**src/rtl/shift_pkg.sv**
```systemverilog
// shift_pkg: shared types and constants for the shift sequencer and its step datapath.
package shift_pkg;

  // Positions the step datapath can move in one cycle.
  localparam int STEP_MAX = 3;

  typedef enum logic [1:0] {
    LSL = 2'b00,
    LSR = 2'b01,
    ASR = 2'b10,
    ROR = 2'b11
  } shift_op_t;

  typedef enum logic [1:0] {
    IDLE = 2'b00,
    RUN  = 2'b01,
    DONE = 2'b10
  } seq_state_t;

endpackage

```
**src/rtl/shift_step.sv**
```systemverilog
// shift_step: combinational single-step shifter, moves 0..3 positions per call.
// Carry is the last bit pushed out by this step (0 when k==0).
module shift_step
  import shift_pkg::*;
#(
  parameter int DW = 8
) (
  input  logic [DW-1:0] data,
  input  shift_op_t     op,
  input  logic [1:0]    k,
  output logic [DW-1:0] result,
  output logic          carry
);

  logic signed [DW-1:0] w_sdata;
  logic [2*DW-1:0]      w_rot;
  logic [DW:0]          w_lsl_full;
  logic [DW:0]          w_lsr_full;

  assign w_sdata    = data;
  assign w_rot      = {data, data} >> k;
  // Extra bit above/below the operand catches the bit that leaves on the far side.
  assign w_lsl_full = {1'b0, data} << k;
  assign w_lsr_full = {data, 1'b0} >> k;

  // Select the shifted value and the bit that fell off for the requested operation.
  always_comb begin
    result = data;
    carry  = 1'b0;
    case (op)
      LSL: begin
        result = data << k;
        carry  = w_lsl_full[DW];
      end
      LSR: begin
        result = data >> k;
        carry  = w_lsr_full[0];
      end
      ASR: begin
        result = w_sdata >>> k;
        carry  = w_lsr_full[0];
      end
      ROR: begin
        result = w_rot[DW-1:0];
        carry  = (k != 2'd0) ? w_rot[DW-1] : 1'b0;
      end
      default: begin
        result = data;
        carry  = 1'b0;
      end
    endcase
  end

endmodule

```
**src/rtl/shift_seq.sv**
```systemverilog
// shift_seq: multi-cycle shift/rotate sequencer with valid/ready on both sides.
// One operation in flight; each RUN cycle applies shift_step by min(rem, 3).
// Optional: define SHIFT_SEQ_FLAGS_EN to add out_carry / out_zero result flags.
module shift_seq
  import shift_pkg::*;
#(
  parameter int DW    = 8,
  parameter int AMT_W = 5
) (
  input  logic             clk,
  input  logic             reset_n,
  input  logic             in_valid,
  output logic             in_ready,
  input  logic [1:0]       in_op,
  input  logic [AMT_W-1:0] in_amt,
  input  logic [DW-1:0]    in_data,
  output logic             out_valid,
  input  logic             out_ready,
  output logic [DW-1:0]    out_data,
`ifdef SHIFT_SEQ_FLAGS_EN
  output logic             out_carry,
  output logic             out_zero,
`endif
  output logic             busy
);

  seq_state_t       r_state;
  seq_state_t       w_next_state;
  logic [DW-1:0]    r_data;
  shift_op_t        r_op;
  logic [AMT_W-1:0] r_rem;
  logic             r_out_valid;
  logic [DW-1:0]    r_out_data;
  logic             r_busy;

  logic             w_accept;
  logic             w_last;
  logic [1:0]       w_k;
  logic [DW-1:0]    w_step_result;
  logic             w_step_carry;

  // in_ready must read low for the whole time reset is held, even though state sits at IDLE.
  assign in_ready  = reset_n && (r_state == IDLE);
  assign w_accept  = in_valid && in_ready;
  assign w_last    = (r_rem <= AMT_W'(STEP_MAX));
  assign w_k       = w_last ? r_rem[1:0] : 2'(STEP_MAX);

  assign out_valid = r_out_valid;
  assign out_data  = r_out_data;
  assign busy      = r_busy;

  shift_step #(.DW(DW)) u_step (
    .data   (r_data),
    .op     (r_op),
    .k      (w_k),
    .result (w_step_result),
    .carry  (w_step_carry)
  );

  // State register.
  always_ff @(posedge clk or negedge reset_n) begin
    if (!reset_n) r_state <= IDLE;
    else          r_state <= w_next_state;
  end

  // Next-state decode: accept in IDLE, step in RUN, wait for the consumer in DONE.
  always_comb begin
    w_next_state = r_state;
    case (r_state)
      IDLE: if (w_accept) w_next_state = (in_amt == '0) ? DONE : RUN;
      RUN:  if (w_last)   w_next_state = DONE;
      DONE: if (out_ready) w_next_state = IDLE;
      default: w_next_state = IDLE;
    endcase
  end

  // Operand/remaining-count datapath plus registered result and status outputs.
  always_ff @(posedge clk or negedge reset_n) begin
    if (!reset_n) begin
      r_data      <= '0;
      r_op        <= LSL;
      r_rem       <= '0;
      r_out_valid <= 1'b0;
      r_out_data  <= '0;
      r_busy      <= 1'b0;
`ifdef SHIFT_SEQ_FLAGS_EN
      out_carry   <= 1'b0;
      out_zero    <= 1'b0;
`endif
    end else begin
      r_out_valid <= (w_next_state == DONE);
      r_busy      <= (w_next_state != IDLE);
      case (r_state)
        IDLE: begin
          if (w_accept) begin
            r_data <= in_data;
            r_op   <= shift_op_t'(in_op);
            r_rem  <= in_amt;
            // A zero-amount request is complete as soon as it is accepted.
            if (in_amt == '0) begin
              r_out_data <= in_data;
`ifdef SHIFT_SEQ_FLAGS_EN
              out_carry  <= 1'b0;
              out_zero   <= (in_data == '0);
`endif
            end
          end
        end
        RUN: begin
          r_data <= w_step_result;
          r_rem  <= r_rem - AMT_W'(w_k);
          if (w_last) begin
            r_out_data <= w_step_result;
`ifdef SHIFT_SEQ_FLAGS_EN
            out_carry  <= w_step_carry;
            out_zero   <= (w_step_result == '0);
`endif
          end
        end
        default: begin
        end
      endcase
    end
  end

`ifndef SHIFT_SEQ_FLAGS_EN
  logic w_unused_carry;
  assign w_unused_carry = w_step_carry;
`endif

endmodule
```
**config.mk**
```make
export PLATFORM = sky130hd
export DESIGN_NAME = shift_seq
export DESIGN_NICKNAME = d
export VERILOG_FILES = /design/src/rtl/shift_pkg.sv /design/src/rtl/shift_step.sv /design/src/rtl/shift_seq.sv
export SDC_FILE = /design/constraint.sdc
export NUM_CORES = 1
export LEC_CHECK = 0
export CORE_MARGIN = 10
export CORE_UTILIZATION = 60
export CTS_CLUSTER_DIAMETER = 150
export DETAILED_ROUTE_END_ITERATION = 8
export DONT_BUFFER_PORTS = 1
export PLACE_DENSITY = 0.85
export SLEW_MARGIN = 20
export SYNTH_ARGS = -nofsm -noshare
export SYNTH_HDL_FRONTEND = slang
export SYNTH_SLANG_ARGS = --single-unit
```
**constraint.sdc**
```tcl
create_clock -name clk -period 2.79 [get_ports clk]
set_input_delay 0.558 -clock clk [delete_from_list [all_inputs] [get_ports clk]]
set_output_delay 0.558 -clock clk [all_outputs]
set_load 0.1 [all_outputs]
```
==> results.toml <==
[clocking]
cts-resized-gates = 0
numCtsBuffers = 3
clk_pin_slew_ns = 0.14
cts_hold_buffers = 1
clkLatencyLatePin_ns = 0.32
clockBufferDepth = 2
clkSinkCount = 27
cts_tree = "yes"
htree_levels = 1
cts_setup_buffers = 0
cts_root_buf = "clkbuf_4"

[run]
maxCapViolCount = 0

[drt]
firstDrtPassIters = 4
drtIter0Drc = 211
drtAntennaViolNets = 0
vias = 1716
drc = 0
wl_um = 4950
via_per_inst = 6.50
wl_per_cell_um = 18.7

[setup_path]
critPathLaunchType = "flop"
reg2reg_setup_slack_ns = 0.63
arrival_ns = 2.38
end_kind = "flop"
path_max_fanout = 14
rr_worst_depth = 5
crit_type = "flop to flop"
r2r-end = "out_data[6]"
r2r-start = "r_rem[4]"
required_ns = 3.01

[cells_and_area]
num_antenna_cells = 0
layout.cells.most_common = "nand2_1"
finish.net_count = 241
layout_common_cells = "nand2_1, dfrtp_1, a21oi_1"
fillers = 257
fin_cells = 264
drive_above_1_share_pct = 13.6
syn2layout_area_growth_pct = 3.40

[sta]
hold_violations = 0
slew_viol_final = 0
rsz0062_at_grt = "no"
setup_tns_ns = 0
worst_slew_pin_slew_ns = 0.960
skew_ns = 0.00255
max_freq_ghz = 0.464
finalCritPeriodShare_pct = 77.3
finalCriticalPeriod_ns = 2.16
final-setup-viol-count = 0
relSlewSlack_pct = 36.0

[synth]
synth_seq_cells = 27
yosys.cell_types.count = 52
synth-edff-count = 0
async_flop_share_pct = 100
syn_area_sq_mm = 0.00188
yosysSeqAreaShare_pct = 36.0
synthFlopType = "dfrtp_1"
post_synth.cell_area_avg_sq_um = 8.37
synthCells = 224
syn_nets = 244
synth_warnings = 0

[global_route]
antenna_found_initial = 0
grt_usage_pct = 16.8
overflow = 0
grt_first_pass_wirelength_um = 8290
grt_max_degree = 28
grt_pass1_vias = 1630

[placed_design]
port-buffer-count = 0
hpwl_um = 3630
place_inst = 259
globalplace.congestion = 0.951

[floorplan]
fp.dieH_um = 75.9
dieArea_sq_mm = 0.00576
core_area_sq_mm = 0.00303
ioPinCount = 30
start_util_pct = 61.9
die_w_um = 75.9
fp-row-count = 20

[min_path]
hold_class = "primary input to async pin"

[run_status]
status = "finished, final reports clean"
layout make-up:
type                            instances  area, sq um  share of cell area [%]
Multi-Input combinational cell        172         1060                    54.9
Sequential cell                        27          676                    34.8
Timing Repair Buffer                   11         95.1                    4.90
Tap cell                               44         55.1                    2.84
Clock buffer                            4         26.3                    1.35
Inverter                                6         22.5                    1.16
logic make-up (layout without fill, tap and decap cells):
logic type | count (synthesis) | count (layout) | share of synthesized area [%]
multiplexers | 6 | 6 | 3.20
adder cells (fa/ha/maj) | 1 | 1 | 0.667
buffers and inverters | 25 | 21 | 8.07
AO/OA/AOI/OAI | 81 | 81 | 29.0
AND/OR/NAND/NOR | 84 | 84 | 23.1
flip-flops | 27 | 27 | 36.0
metal layers:
layer  track usage (%)  share of wire [%]  up-vias  routed length (um)
met3              4.48                9.4        6                 467
met2              26.4                 48       78                2360
li1                  -                  -      811                   -
met5                 0                  0        -                   0
met4              5.49                1.2        0                  58
met1              21.8                 42      821                2070
state kept, by name (all words and copies together), names as in the netlist:
register,flops
out_valid,1
out_data,8
busy,1
r_data,8
r_rem,5
r_op,2
r_state,2
per-stage QoR:
stage               hold WS (ns)  instance area (sq um)  utilization (%)  worst slack, ns
floorplan                  0.262                   1880                -            0.481
global placement           0.263                   1890             62.5            0.586
detailed placement         0.263                   1890             62.5            0.541
CTS                       0.0231                   1940             64.0            0.638
global route              0.0127                   1940             64.0            0.455
finish                    0.0266                   1940             64.0            0.633
worst max-delay path: stages (launching register included):
cell	delay, ns
dfrtp_1	0.50
or4_4	0.70
a211oi_1	0.28
a311oi_1	0.10
a311oi_2	0.39
o31ai_2	0.08
how the worst max path moves through the flow:
stage          startpoint          end  slack (ns)
3_3_place_gp    in_amt[2]  out_data[5]        0.59
4_1_cts          r_rem[4]  out_data[6]        0.64
6_report         r_rem[4]  out_data[6]        0.63
5_1_grt        r_state[0]  out_data[5]        0.46
3_5_place_dp    in_amt[2]  out_data[5]        0.54
2_1_floorplan     reset_n     in_ready        0.48
synthesized netlist by cell type, types with 3 or more instances:
| cell | number | share of area [%] |
|---|---|---|
| a211oi_1 | 6 | 2.4 |
| buf_6 | 5 | 3.0 |
| inv_1 | 6 | 1.2 |
| or2_2 | 3 | 1.0 |
| nand2_1 | 42 | 8.4 |
| mux2i_1 | 6 | 3.2 |
| a22o_1 | 4 | 1.9 |
| nor2_1 | 7 | 1.4 |
| a31oi_1 | 5 | 1.7 |
| o21ai_0 | 15 | 4.0 |
| nand3_1 | 7 | 1.9 |
| a21oi_1 | 25 | 6.7 |
| nor3_1 | 3 | 0.80 |
| nor2b_1 | 5 | 1.7 |
| dfrtp_1 | 27 | 36 |
| clkbuf_1 | 8 | 1.6 |
| o22ai_1 | 3 | 1.0 |
Power is not shown: default switching activity piles up to over one toggle a cycle in this logic, so the estimate is an artifact.
